==> config.mk <==
export PLATFORM = sky130hd
export DESIGN_NAME = fifo_pull_stage
export DESIGN_NICKNAME = d
export VERILOG_FILES = /design/src/rtl/fifo_pkg.sv /design/src/rtl/fifo_pull_stage.sv
export SDC_FILE = /design/constraint.sdc
export NUM_CORES = 1
export LEC_CHECK = 0
export ABC_AREA = 0
export BUFFER_PORTS_ARGS = -buffer_cell sky130_fd_sc_hd__buf_4
export CORE_MARGIN = 10
export CORE_UTILIZATION = 54
export CTS_CLUSTER_DIAMETER = 150
export DETAILED_ROUTE_END_ITERATION = 6
export GPL_TIMING_DRIVEN = 1
export PLACE_DENSITY_LB_ADDON = 0.3
export SYNTH_ARGS = -nofsm -noshare
export SYNTH_HDL_FRONTEND = slang
export SYNTH_SLANG_ARGS = --single-unit
==> constraint.sdc <==
create_clock -name clk_i -period 2.15 [get_ports clk_i]
set_input_delay 0.5375 -clock clk_i [delete_from_list [all_inputs] [get_ports clk_i]]
set_output_delay 0.5375 -clock clk_i [all_outputs]
set_load 0.01 [all_outputs]
==> src/rtl/fifo_pkg.sv <==
// Shared constants for the team FIFO and its read-side helpers.
package fifo_pkg;

    localparam int unsigned FIFO_READ_LATENCY = 1;
    // Read latency plus one slot to cover the registered pull decision and one for the consumer.
    localparam int unsigned PULL_MIN_DEPTH    = FIFO_READ_LATENCY + 2;

endpackage

==> src/rtl/fifo_pull_stage.sv <==
// Read-side companion to the team FIFO: absorbs the one-cycle read latency in a small
// circular buffer and re-presents the data as a valid/ready stream.
module fifo_pull_stage
    import fifo_pkg::*;
#(
    parameter int unsigned DATA_WIDTH = 8,
    parameter int unsigned BUF_DEPTH  = 3,
    parameter int unsigned CNT_WIDTH  = $clog2(BUF_DEPTH + 1)
) (
    input  logic                  clk_i,
    input  logic                  rst_n_i,
    input  logic                  fifo_empty_i,
    input  logic                  fifo_valid_i,
    input  logic [DATA_WIDTH-1:0] fifo_data_i,
    output logic                  fifo_ready_o,
    output logic                  valid_o,
    output logic [DATA_WIDTH-1:0] data_o,
    input  logic                  ready_i,
    output logic [CNT_WIDTH-1:0]  level_o,
    output logic                  err_o
);

    localparam int unsigned PTR_W = (BUF_DEPTH > 1) ? $clog2(BUF_DEPTH) : 1;
    localparam int unsigned OCC_W = CNT_WIDTH + 1;

    if (DATA_WIDTH == 0) begin : g_bad_width
        $fatal(1, "fifo_pull_stage: DATA_WIDTH must be non-zero");
    end
    if (BUF_DEPTH == 0) begin : g_bad_depth
        $fatal(1, "fifo_pull_stage: BUF_DEPTH must be non-zero");
    end
    if (BUF_DEPTH < PULL_MIN_DEPTH) begin : g_shallow_depth
        $warning("fifo_pull_stage: BUF_DEPTH below PULL_MIN_DEPTH, throughput reduced");
    end

    logic [DATA_WIDTH-1:0] r_mem [BUF_DEPTH];
    logic [PTR_W-1:0]      r_wr_ptr;
    logic [PTR_W-1:0]      r_rd_ptr;
    logic [CNT_WIDTH-1:0]  r_count;
    logic                  r_inflight;
    logic                  r_err;

    logic [OCC_W-1:0]      w_occ;
    logic                  w_full;
    logic                  w_push_ok;
    logic                  w_pop;
    logic                  w_valid;

    // Pointers wrap explicitly so non-power-of-two depths work.
    function automatic logic [PTR_W-1:0] ptr_inc(input logic [PTR_W-1:0] p);
        return (p == PTR_W'(BUF_DEPTH - 1)) ? '0 : p + PTR_W'(1);
    endfunction

    // Occupancy includes the word already requested but not yet returned.
    assign w_occ        = OCC_W'(r_count) + OCC_W'(r_inflight);
    assign fifo_ready_o = rst_n_i && !fifo_empty_i && (w_occ < OCC_W'(BUF_DEPTH));

    assign w_full    = (r_count == CNT_WIDTH'(BUF_DEPTH));
    assign w_push_ok = fifo_valid_i && !w_full;
    assign w_valid   = (r_count != '0);
    assign w_pop     = w_valid && ready_i;

    assign valid_o = w_valid;
    assign data_o  = w_valid ? r_mem[r_rd_ptr] : '0;
    assign level_o = r_count;
    assign err_o   = r_err;

    always_ff @(posedge clk_i) begin
        if (!rst_n_i) begin
            r_mem      <= '{default: '0};
            r_wr_ptr   <= '0;
            r_rd_ptr   <= '0;
            r_count    <= '0;
            r_inflight <= 1'b0;
            r_err      <= 1'b0;
        end else begin
            r_inflight <= fifo_ready_o;
            if (w_push_ok) begin
                r_mem[r_wr_ptr] <= fifo_data_i;
                r_wr_ptr        <= ptr_inc(r_wr_ptr);
            end
            if (w_pop) begin
                r_rd_ptr <= ptr_inc(r_rd_ptr);
            end
            case ({w_push_ok, w_pop})
                2'b10:   r_count <= r_count + CNT_WIDTH'(1);
                2'b01:   r_count <= r_count - CNT_WIDTH'(1);
                default: r_count <= r_count;
            endcase
            // Returned data must match the predicted read-valid; a push into a full buffer is dropped.
            if ((fifo_valid_i != r_inflight) || (fifo_valid_i && w_full)) begin
                r_err <= 1'b1;
            end
        end
    end

`ifndef synthesis
    logic r_err_warned;

    always_ff @(posedge clk_i) begin
        if (!rst_n_i) begin
            r_err_warned <= 1'b0;
        end else if (r_err && !r_err_warned) begin
            r_err_warned <= 1'b1;
            $warning("fifo_pull_stage: read-side protocol error latched");
        end
    end

    a_valid_has_data: assert property (@(posedge clk_i) disable iff (!rst_n_i)
        !(valid_o && (r_count == '0)));
    a_count_bounded: assert property (@(posedge clk_i) disable iff (!rst_n_i)
        r_count <= CNT_WIDTH'(BUF_DEPTH));
`endif

endmodule
==> out/metrics.yaml <==
cp-start-kind: "register"
cts_hold_buf: 0
postCtsSetupBuffers: 0
dp_hpwl_microns: 2470
ir_worst_vdd_v: 0.000697
ys_top_cells_by_area: "dfxtp_1 (44%), mux2i_1 (22%), nand2_1 (11%)"
wl_per_cell_microns: 14.7
worstHoldStart: "fifo_empty_i"
crit_chain: "ha_2, ha_4, a2111oi_4, buf_4"
grt_overflow: 0
synth.distinct_cells: 23
hold_violations: 0
synth_nets: 180
p_per_area_nw_per_um2: 871
yosysWarningCount: 0
crit_path_max_incr_delay_ns: 0.33
holdPathEnd: "r_inflight"
clock_skew_ns: 0.00665
grt_pass1_wl_microns: 5580
cts_htree_levels: 2
crit_family: "adder cells"
crit-reg2reg-launch: "level_o[0]"
placed_area_sq_um: 1740
synth_top_area_cell: "dfxtp_1"
fin_util_pct: 71.4
numPortBuffers: 25
power.switching_mw: 0.527
rsz0062_at_grt: "true"
ys.flop_type: "dfxtp_1"
drc_errors: 0
synth.most_common_cell: "nand2_1"
dp_cells: 222
clock_latency_ns: 0.32
syn_avg_cell_area_sq_um: 8.96
yosysSeqAreaShare_pct: 43.6
syn_area_sq_um: 1470
synth-edff-count: 0
clock_sinks: 32
max_freq_ghz: 0.475
synthArstFlopShare_pct: 0
drv_cap: 0
finalSetupViolations: 0
nets: 215
cts-root-buf: "clkbuf_4"
grtUsageTotal_pct: 13.2
antenna_found_initial: 0
cts-buffers-inserted: 5
drt_iter0_drc: 64
p_sw_share_pct: 33.3
synth_top_area_share_pct: 43.6
r2r-end: "level_o[1]"
grt_pass1_vias: 1271
power_leakage_nw: 0.854
power_frac_clock_pct: 18.0
die_area_sq_um: 5210
io_pins: 26
p_total_mw: 1.58
cp_slowest_cell: "dfxtp_2"
path_clk_slew_ns: 0.09
via_per_inst: 5.46
pwr-share-seq_pct: 45.3
gp_congestion: 0.823
worstPathArrival_ns: 1.57
ys_seq_elements: 32
cts_buffer_depth: 2
yosys-top-cells-count: "nand2_1 (44), dfxtp_1 (32), mux2i_1 (32)"
cts_tree: "done"
cp.required_ns: 1.61
final_area_sq_um: 1820
r2r_slack_ns: 0.16
tightest_slew_ns: 0.598
area_delta_synth_final_pct: 23.8
hold_path_class: "in2reg"
whs_path_depth: 2
diodes: 0
grt_start_max_net_pins: 34
die_h_microns: 72.2
combPwrFrac_pct: 36.7
netlist_instances: 164
outcome: "complete, no violations"
fin_crit_ns: 2.10
drive_gt1_share_pct: 30.5
path_max_fanout: 2
initial_utilization_pct: 57.7
fin_cells: 227
row_count: 18
internal_power_mw: 1.06
crit_buf_inv: 1
reg2reg_depth: 6
endpoint_kind: "output pin"
min_period_over_period_pct: 97.8
maxSlewHeadroom_pct: 59.7
drtPass1Iterations: 4
die_x_microns: 72.2
finalMaxSlewViolations: 0
vias: 1239
routed_wl_microns: 3330
ant_nets: 0
path_class: "reg2out"
coreArea_sq_um: 2540
flip-flops by register name (all words and copies together) (netlist names):
register    flops
r_mem          24
level_o         2
r_wr_ptr        2
err_o           1
r_rd_ptr        2
r_inflight      1
power by group through the flow:
stage | clock, mW | sequential, mW | combinational, mW
2_1_floorplan | 0 | 0.724 | 0.303
3_3_place_gp | 0 | 0.714 | 0.525
3_5_place_dp | 0 | 0.720 | 0.547
4_1_cts | 0.292 | 0.711 | 0.568
5_1_grt | 0.319 | 0.726 | 0.632
6_report | 0.285 | 0.717 | 0.582
placed cells by master, fill, tap and decap left out, types with 3 or more instances in the layout:
master | netlist | final
nand2_1 | 44 | 44
buf_4 | 0 | 37
mux2i_1 | 32 | 32
dfxtp_1 | 32 | 28
a21oi_1 | 13 | 13
or2_2 | 7 | 7
clkbuf_4 | 0 | 5
dfxtp_2 | 0 | 4
inv_1 | 3 | 3
nor2_1 | 4 | 3
or3_1 | 3 | 3
layer usage:
metal | GRT usage, % | vias up | wire length, microns
li1 | - | 615 | -
met1 | 14.6 | 586 | 1510
met2 | 22.3 | 31 | 1570
met3 | 4.49 | 7 | 184
met4 | 5.81 | 0 | 59
met5 | 0 | - | 0
final cells by class:
class,instances,area [sq um]
Multi-Input combinational cell,119,805
Fill cell,179,727
Sequential cell,32,646
Timing Repair Buffer,37,278
Clock buffer,5,37.5
Tap cell,30,37.5
Inverter,4,15.0
worst max path at each step:
| stage | from | endpoint | slack, ns | cells past startpoint |
|---|---|---|---|---|
| floorplan | level_o[0] | fifo_ready_o | 0.01 | 3 |
| global placement | level_o[0] | fifo_ready_o | 0.25 | 4 |
| detailed placement | level_o[0] | level_o[1] | 0.21 | 6 |
| CTS | r_inflight | fifo_ready_o | 0.004 | 4 |
| global route | r_inflight | fifo_ready_o | -0.04 | 4 |
| finish | level_o[0] | fifo_ready_o | 0.05 | 4 |
metrics by stage:
stage,setup TNS (ns),hold slack [ns],worst slack (ns)
6_report,0,0.416,0.0468
2_1_floorplan,0,0.438,0.0100
5_1_grt,-0.0357,0.410,-0.0357
3_3_place_gp,0,0.445,0.254
4_1_cts,0,0.408,0.00391
3_5_place_dp,0,0.453,0.206
logic make-up after synthesis:
kind of cell	after synthesis	share of synthesized area [%]
DFF	32	43.6
adders and majority gates	3	2.56
xor gates and xnor gates	2	1.19
muxes	32	21.8
and+or+nand+nor	62	18.6
AOI/OAI and AO/OA	20	8.18
buffers and inverters	13	4.09
repair_timing:
action,in CTS,in global routing
pin swaps,0,0
gates resized for setup,5,5
endpoints found under the setup margin,2,6
(Power assumes the default switching activity.)
